[src/rtl/read_c_pkg.sv]
// read_C stage shared definitions: datapath widths,
// multiplier latency and the address-generator FSM states.
package read_c_pkg;

  localparam int ROW_W     = 14;
  localparam int STRIDE_W  = 28;
  localparam int PROD_W    = 32;
  localparam int ADDR_W    = 64;
  localparam int MUL_LAT   = 3;
  localparam int ELEM_LOG2 = 2;

  typedef enum logic [1:0] {
    IDLE,
    RUN,
    DRAIN,
    DONE
  } state_t;

endpackage

[src/rtl/read_c_row_mul.sv]
// Pipelined {0,a} x signed b multiplier, MUL_LAT register stages, low PROD_W bits kept.
// Ports: clk, rst_n, ce (advance all stages), a (row), b (stride), p (product).
module read_c_row_mul #(
  parameter int ROW_W    = read_c_pkg::ROW_W,
  parameter int STRIDE_W = read_c_pkg::STRIDE_W,
  parameter int PROD_W   = read_c_pkg::PROD_W,
  parameter int MUL_LAT  = read_c_pkg::MUL_LAT
) (
  input  logic                       clk,
  input  logic                       rst_n,
  input  logic                       ce,
  input  logic [ROW_W-1:0]           a,
  input  logic signed [STRIDE_W-1:0] b,
  output logic [PROD_W-1:0]          p
);

  import read_c_pkg::*;

  logic signed [ROW_W:0]      a_q;
  logic signed [STRIDE_W-1:0] b_q;
  logic signed [PROD_W-1:0]   a_x;
  logic signed [PROD_W-1:0]   b_x;
  logic signed [PROD_W-1:0]   full;
  logic [PROD_W-1:0]          p_q [MUL_LAT-1];

  // Low PROD_W bits of a product depend only on the low
  // PROD_W bits of the sign-extended operands.
  assign a_x  = PROD_W'(a_q);
  assign b_x  = PROD_W'(b_q);
  assign full = a_x * b_x;
  assign p    = p_q[MUL_LAT-2];

  always_ff @(posedge clk or negedge rst_n) begin
    if (!rst_n) begin
      a_q <= '0;
      b_q <= '0;
      for (int i = 0; i < MUL_LAT - 1; i++)
        p_q[i] <= '0;
    end else if (ce) begin
      a_q    <= {1'b0, a};
      b_q    <= b;
      p_q[0] <= full;
      for (int i = 1; i < MUL_LAT - 1; i++)
        p_q[i] <= p_q[i-1];
    end
  end

endmodule

[src/rtl/read_c_addr_gen.sv]
// read_C row-address generator: base + ((row*stride) << ELEM_LOG2) per row, valid/ready out.
// Ports: ap_clk, ap_rst_n, start/num_rows/stride/base_addr in, busy/done, addr_out/row_out/addr_valid, addr_ready.
module read_c_addr_gen #(
  parameter int ROW_W     = read_c_pkg::ROW_W,
  parameter int STRIDE_W  = read_c_pkg::STRIDE_W,
  parameter int PROD_W    = read_c_pkg::PROD_W,
  parameter int ADDR_W    = read_c_pkg::ADDR_W,
  parameter int MUL_LAT   = read_c_pkg::MUL_LAT,
  parameter int ELEM_LOG2 = read_c_pkg::ELEM_LOG2
) (
  input  logic                       ap_clk,
  input  logic                       ap_rst_n,
  input  logic                       start,
  input  logic [ROW_W-1:0]           num_rows,
  input  logic signed [STRIDE_W-1:0] stride,
  input  logic [ADDR_W-1:0]          base_addr,
  output logic                       busy,
  output logic                       done,
  output logic [ADDR_W-1:0]          addr_out,
  output logic [ROW_W-1:0]           row_out,
  output logic                       addr_valid,
  input  logic                       addr_ready
);

  import read_c_pkg::*;

  state_t                     state;
  state_t                     state_nx;
  logic                       ce;
  logic                       issue;
  logic                       last_row;
  logic [ROW_W-1:0]           rows_q;
  logic [ROW_W-1:0]           r;
  logic signed [STRIDE_W-1:0] stride_q;
  logic [ADDR_W-1:0]          base_q;
  logic [MUL_LAT:0]           v;
  logic [ROW_W-1:0]           row_pipe [MUL_LAT];
  logic [PROD_W-1:0]          prod;
  logic [ADDR_W-1:0]          prod_ext;

  // The top valid bit is the output register's valid, so
  // ready never reaches addr_valid combinationally.
  assign addr_valid = v[MUL_LAT];
  assign ce         = addr_ready | ~addr_valid;
  assign issue      = (state == RUN) & ce;
  assign last_row   = (r == rows_q - 1'b1);
  assign busy       = (state != IDLE);
  assign done       = (state == DONE);
  assign prod_ext   = {{(ADDR_W-PROD_W){prod[PROD_W-1]}}, prod};

  read_c_row_mul #(
    .ROW_W   (ROW_W),
    .STRIDE_W(STRIDE_W),
    .PROD_W  (PROD_W),
    .MUL_LAT (MUL_LAT)
  ) u_mul (
    .clk  (ap_clk),
    .rst_n(ap_rst_n),
    .ce   (ce),
    .a    (r),
    .b    (stride_q),
    .p    (prod)
  );

  always_ff @(posedge ap_clk or negedge ap_rst_n) begin
    if (!ap_rst_n)
      state <= IDLE;
    else
      state <= state_nx;
  end

  always_comb begin
    state_nx = state;
    unique case (state)
      IDLE:
        if (start)
          state_nx = (num_rows == '0) ? DONE : RUN;
      RUN:
        if (issue && last_row)
          state_nx = DRAIN;
      DRAIN:
        if (v[MUL_LAT-1:0] == '0 &&
            (!addr_valid || addr_ready))
          state_nx = DONE;
      DONE:
        state_nx = IDLE;
      default:
        state_nx = IDLE;
    endcase
  end

  always_ff @(posedge ap_clk or negedge ap_rst_n) begin
    if (!ap_rst_n) begin
      rows_q   <= '0;
      stride_q <= '0;
      base_q   <= '0;
      r        <= '0;
    end else if (state == IDLE && start) begin
      rows_q   <= num_rows;
      stride_q <= stride;
      base_q   <= base_addr;
      r        <= '0;
    end else if (issue) begin
      r <= r + 1'b1;
    end
  end

  always_ff @(posedge ap_clk or negedge ap_rst_n) begin
    if (!ap_rst_n) begin
      v        <= '0;
      addr_out <= '0;
      row_out  <= '0;
      for (int i = 0; i < MUL_LAT; i++)
        row_pipe[i] <= '0;
    end else if (ce) begin
      v           <= {v[MUL_LAT-1:0], state == RUN};
      row_pipe[0] <= r;
      for (int i = 1; i < MUL_LAT; i++)
        row_pipe[i] <= row_pipe[i-1];
      if (v[MUL_LAT-1]) begin
        addr_out <= base_q + (prod_ext << ELEM_LOG2);
        row_out  <= row_pipe[MUL_LAT-1];
      end
    end
  end

endmodule

[config.mk]
export PLATFORM = sky130hd
export DESIGN_NAME = read_c_addr_gen
export DESIGN_NICKNAME = d
export VERILOG_FILES = /design/src/rtl/read_c_pkg.sv /design/src/rtl/read_c_row_mul.sv /design/src/rtl/read_c_addr_gen.sv
export SDC_FILE = /design/constraint.sdc
export NUM_CORES = 2
export LEC_CHECK = 0
export BUFFER_PORTS_ARGS = -buffer_cell sky130_fd_sc_hd__buf_2
export CAP_MARGIN = 20
export CELL_PAD_IN_SITES_DETAIL_PLACEMENT = 2
export CELL_PAD_IN_SITES_GLOBAL_PLACEMENT = 2
export CORE_MARGIN = 1.5
export CORE_UTILIZATION = 42
export CTS_BUF_LIST = sky130_fd_sc_hd__clkbuf_4 sky130_fd_sc_hd__clkbuf_8 sky130_fd_sc_hd__clkbuf_16
export CTS_CLUSTER_SIZE = 40
export DETAILED_ROUTE_END_ITERATION = 8
export PLACE_DENSITY = 0.88
export SLEW_MARGIN = 5
export SYNTH_ARGS = -nofsm -noshare
export SYNTH_HDL_FRONTEND = slang
export SYNTH_SLANG_ARGS = --single-unit
[constraint.sdc]
create_clock -name ap_clk -period 15.95 [get_ports ap_clk]
set_input_delay 2.3925 -clock ap_clk [delete_from_list [all_inputs] [get_ports ap_clk]]
set_output_delay 2.3925 -clock ap_clk [all_outputs]
set_load 0.01 [all_outputs]
* Word-level counts from Yosys, hierarchy flattened
Index checks and enable logic that the tools add are counted.
Storage, ports and cells: output and inout port bits 81, register bits 338, bits of input ports 110, word-level logic and storage cells 47
Operators by class: bitwise gates (word level) 3, eq/ne operators 7, multipliers 1, reductions and logical operators 12, mux-type cells 7, add/sub/neg operators 3
Operators by type and width (number):
- 64-bit adder | 1
- 15-bit by 28-bit multiplier with 32-bit output | 1
- 14-bit 2-to-1 mux | 2
- 14-bit by 1-bit adder with 14-bit output (second input constant) | 1
- 14-bit == test | 1
- 14-bit zero test | 1
- 14-bit by 1-bit subtractor with 14-bit output (second input constant) | 1
- 2-bit 2-to-1 mux | 4
- 2-bit one-hot mux with 4 select lines | 1
- 2-bit == test (second input constant) | 2
- 2-bit != test (second input constant) | 2
- 2-bit nonzero test | 2
- 1-bit logical AND | 3
- 3-bit zero test | 1
- 3-bit AND reduction | 1
- 2-bit by 1-bit == test with 1-bit output (second input constant) | 1
- 2-bit zero test | 1
- 2-bit by 1-bit != test with 1-bit output (second input constant) | 1
- 2-bit AND reduction | 1
- 1-bit bitwise AND | 1
- 1-bit zero test | 1
- 1-bit logical OR | 1
- 1-bit NOT | 1
- 1-bit OR | 1

* Logic depth before layout (Yosys ltp)
word-level depth 6, depth in mapped cells 26, depth with buffers taken out 24

* By module
A second synthesis with hierarchy kept.
Unflattened totals: cells, all modules 3113, area, all modules 28333.4 µm²
Modules (own cells, without submodules):
- read_c_row_mul | cells an instance 1506, area each 14893.0 µm², times used 1, sequential area each 2652.5 µm²
- read_c_addr_gen | cells an instance 1607, area each 13440.4 µm², times used 1, sequential area each 6155.9 µm²

* Worst setup path after synthesis
OpenSTA, ideal clock, no wires.
path type reg2reg, start register u_mul.b_q[10], end register u_mul.p_q[60] in the netlist's numbering, path buffers 1, data arrival time 6067 ps, clock period less this slack 6204 ps, cell stages (with the launch flop) 26, library setup time 137 ps, data required time 15813 ps, setup slack 9746 ps, cell sequence dfrtp_1 > clkbuf_1 > and2_1 > fa_1 > inv_1 > fa_1 > inv_1 > fa_1 > inv_1 > fa_1 > inv_1 > fa_1 > inv_1 > fa_1 > inv_1 > ha_1 > a21o_1 > a21o_1 > a211oi_1 > o21ai_1 > a41o_1 > a221o_1 > a21o_1 > a21oi_1 > xor2_1 > a21oi_1
Between the ends: word-level cells in the longest chain between the ends 1
Ends and longest elaborated chain:
- from (decl) | line read_c_row_mul.sv:20 | logic signed [STRIDE_W-1:0] b_q;
- from (signal assigned) | line read_c_row_mul.sv:36 | b_q <= '0;
- from (signal assigned) | line read_c_row_mul.sv:41 | b_q <= b;
- 15-bit by 28-bit multiplier with 32-bit output | line read_c_row_mul.sv:30 | assign full = a_x * b_x;
- to (signal, indexed assignment) | line read_c_row_mul.sv:44 | p_q[i] <= p_q[i-1];
- to (decl) | line read_c_row_mul.sv:24 | logic [PROD_W-1:0] p_q [MUL_LAT-1];
Every way passes these cells. A chain may end at the register's enable or synchronous reset.

==> results by group <==
Die
  • Core Area: approximately 64000 µm²
  • Num ports: 191
  • Die X: 258.3 µm
  • Die area: 66740 µm²
  • Die height: roughly 260 µm
  • Rows: 93
  • Initial core utilization: 0.4248

Yosys
  • Cell taking the most area after synthesis: dfrtp_1
  • EDFF count, synth: 0
  • Mapped Cells: 3139
  • Avg Cell Area, Syn: 8.724 µm²
  • Cell area after synthesis: about 27000 µm²
  • Yosys warns: 0
  • Asr flop ratio synth: 1.000
  • Netlist cell types: slightly above 80
  • Seq/Total Area, Yosys: 0.3089
  • Most common flop cell mapped by yosys: dfrtp_1
  • Yosys reg bits: 338
  • Area contributors post-synth: dfrtp_1 31%, fa_1 20%, nand2_1 13%
  • Yosys top cell area share: 0.3089
  • Syn_nets: 3665

Route
  • Vias: 23480
  • Routed WL per cell: 27.10 µm
  • DRC: 0
  • Via density: 5.694
  • Final wirelength: 111.7 mm
  • Post-DRT Antenna Nets: 0
  • Iter 0 DRT Violations: 1156
  • Pre-antenna DRT Iters: 5

Clocking
  • Clock-pin transition on the worst setup and hold timing paths: 0.06 ns
  • CTS resizes: 0
  • Clock Path Buffers: 3
  • Num CTS Buffers: 41
  • CTS hold repair buffers: 0
  • CTS tree: done
  • H-tree levels: 2
  • CTS root buf: clkbuf_16
  • Worst-Skew Late Latency: slightly below 0.6 ns
  • CTS Sinks: 338
  • Postcts setup bufs: 0

Placement
  • Placed instance area: between 20000 and 30000 µm²
  • Dpl hpwl: roughly 77 mm
  • Dpl cells: 4050
  • RD Place Congestion: 0.8640
  • IO buf count: 190

Finish
  • Layout cells sized above 1: 0.1016
  • Post-layout nets: 3765
  • Finished Cell Area: 30470 µm²
  • Final Core Density: 0.4727
  • Antenna diodes: 0
  • Area grow syn2layout: 11.27%
  • Layout Cells excl Fill: 4123
  • # fillers: 7009

Global routing
  • Total grt overflow: 0
  • GR Util All Layers: 0.3393
  • Largest net degree at the start of global routing: 108
  • First-pass GRT wire length: 172.8 mm
  • Met1 Track Usage GR: 0.3641
  • GR met2 Demand/Resource: 0.6295
  • GRT met3 Usage: 0.05556
  • Global-route layer with the greatest usage: met2
  • Vias in the first global route: 28340
  • Antenna violations before repair: 1

Flow run
  • Max-cap viol count: 0

Timing
  • Tmin final: 7.575 ns
  • Setup-failing EPs final: 0
  • Relative slew slack: 0.1993
  • Final hold violations: 0
  • Fmax: 132.0 MHz
  • Final TNS setup: 0 ns
  • Worst Skew: ~0.024 ns
  • Slew Viols, Final: 0
  • Worst slew pin tran: 1.201 ns
  • Final worst-path cycle share: 0.4749
  • Unrepaired setup endpoints after global routing: false

Worst setup path
  • WP data arrival: 8.01 ns
  • CP Class: reg -> reg
  • WP data required: 16.38 ns
  • Worst path cell trace: nand2_1 > fa_1 > fa_1 > inv_1 > fa_1 > fa_1 > fa_1 > inv_1 > fa_1 > inv_1 > ha_1 > a21o_1 > a21o_1 > a21o_1 > a211oi_1 > o21bai_1 > a221o_1 > a21o_1 > a21oi_1 > xor2_1 > a21oi_1
  • Most used cell, CP: fa_1
  • Setup crit start kind: flop
  • Worst reg-to-reg setup slack: around 8.4 ns
  • CP Max Fanout: 30
  • Largest delay share family, worst path: adder cells
  • Crit path launch: row_pipe[32]
  • Crit path buf inv count: 3
  • CP peak stage delay: ~1.1 ns
  • Crit end category: flop
  • FF-to-FF Start: row_pipe[32]
  • Slowest cell on crit path: dfrtp_1
  • Reg2Reg Depth: 21
  • R2r endpoint: u_mul.p_q[60]

Status
  • Status: complete, no violations

Pwr
  • Pwr Density: approximately 180 nW/µm²
  • Total power: 0.005592 W
  • VDD IR max: 0.08795 mV
  • Leak pwr: 15.90 nW

Worst hold path
  • Worst Hold Class: reg -> reg
  • Hold Path Depth: 2
  • Worst Min Path Start: stride_q[18]
  • Endpoint, Worst Hold: stride_q[18]
-- cell families (layout without fill, tap and decap cells) --
group	count (synthesis)	after routing	share of synthesized area
simple gates	1323	1323	0.2127
buf+inv	515	644	0.07256
fa+ha+maj	416	416	0.2646
compound gates	385	385	0.08736
flops	338	338	0.3089
xor+xnor	138	138	0.04414
mux	24	24	0.009687
-- layer usage --
metal  wire [µm]  share of wire  up-vias
met4        6748          0.060        2
met1       40680           0.36    12240
met3        4933          0.044      421
met2       59370           0.53      836
met5          14        0.00013        -
li1            -              -     9975
-- synthesized netlist by cell type, types with 3 or more instances --
cell and count:
a211o_1 4, a211oi_1 9, a21o_1 49, a21oi_1 102
a221o_1 3, a221oi_1 4, a31oi_1 16, a41oi_1 4
and2_1 195, and3_1 14, buf_1 9, buf_6 3
clkbuf_1 136, dfrtp_1 338, fa_1 272, ha_1 144
inv_1 360, mux2_2 19, mux2i_1 4, nand2_1 922
nand2b_1 10, nand3_1 22, nand4_1 20, nor2_1 78
nor2b_1 8, nor3_1 17, nor3b_1 7, nor4_1 6
o211ai_1 7, o21a_1 13, o21ai_0 108, o21ai_1 17
o21bai_1 11, o31ai_1 11, or3_1 5, xnor2_1 82
xor2_1 56
-- worst max path at each step --
stage                    end  slack, ns  cells past startpoint
6_report       u_mul.p_q[60]       8.38                     21
5_1_grt        u_mul.p_q[55]       8.32                     21
4_1_cts        u_mul.p_q[60]       8.53                     21
3_5_place_dp   u_mul.p_q[60]       8.79                     21
3_3_place_gp   u_mul.p_q[60]       9.20                     24
2_1_floorplan  u_mul.p_q[60]       9.75                     25
-- metrics by stage --
step           setup slack [ns]  hold slack (ns)
6_report                  8.375           0.4728
2_1_floorplan             9.746           0.4348
5_1_grt                   8.321           0.4885
4_1_cts                   8.534           0.4761
3_5_place_dp              8.785           0.4620
3_3_place_gp              9.203           0.4503
-- worst register-to-register path: stages, from the launching register on --
cell and delay [ns]:
dfrtp_1 1.14, nand2_1 0.35, fa_1 0.54, fa_1 0.54
inv_1 0.09, fa_1 0.54, fa_1 0.54, fa_1 0.52
inv_1 0.06, fa_1 0.55, inv_1 0.07, ha_1 0.41
a21o_1 0.23, a21o_1 0.22, a21o_1 0.19, a211oi_1 0.28
o21bai_1 0.13, a221o_1 0.39, a21o_1 0.21, a21oi_1 0.18
xor2_1 0.17, a21oi_1 0.10
-- cells in the final DEF, fill, tap and decap left out, types with 9 or more instances in the layout --
master and count:
nand2_1 920, inv_1 360, dfrtp_1 338, fa_1 272, and2_1 194, buf_2 189
ha_1 144, o21ai_0 108, a21oi_1 102, xnor2_1 82, nor2_1 78, xor2_1 56
a21o_1 49, clkbuf_16 43, nand3_1 22, buf_4 21, nand4_1 20, mux2_2 19
o21ai_1 17, nor3_1 17, a31oi_1 16, and3_1 14, o21a_1 13, o21bai_1 11
o31ai_1 11, nand2b_1 9, a211oi_1 9, clkbuf_8 9
-- layout make-up --
cell class | instances | area [µm²] | area share
Tap cell | 855 | 1070 | 0.03511
Timing Repair Buffer | 212 | 1146 | 0.03761
Inverter | 360 | 1351 | 0.04435
Clock buffer | 57 | 1237 | 0.04061
Multi-Input combinational cell | 2286 | 16970 | 0.5570
Sequential cell | 338 | 8458 | 0.2776
Clock inverter | 15 | 236.5 | 0.007761
-- power breakdown --
part	total (W)	internal [W]	switching (W)
logic	0.00293	0.00102	0.00191
registers	0.00163	0.00118	0.000443
clock network	0.00104	0.000624	0.000415
total	0.00559	0.00283	0.00276
-- flip-flops by register name, indices dropped and copies added, names as in the netlist, 14 cells and up --
signal / cells
row_out: 14
u_mul.b_q: 28
stride_q: 28
base_q: 64
row_pipe: 42
u_mul.p_q: 32
u_mul.p: 32
addr_out: 64
rows_q: 14
r: 14
Power figures use the tool's default switching activity.
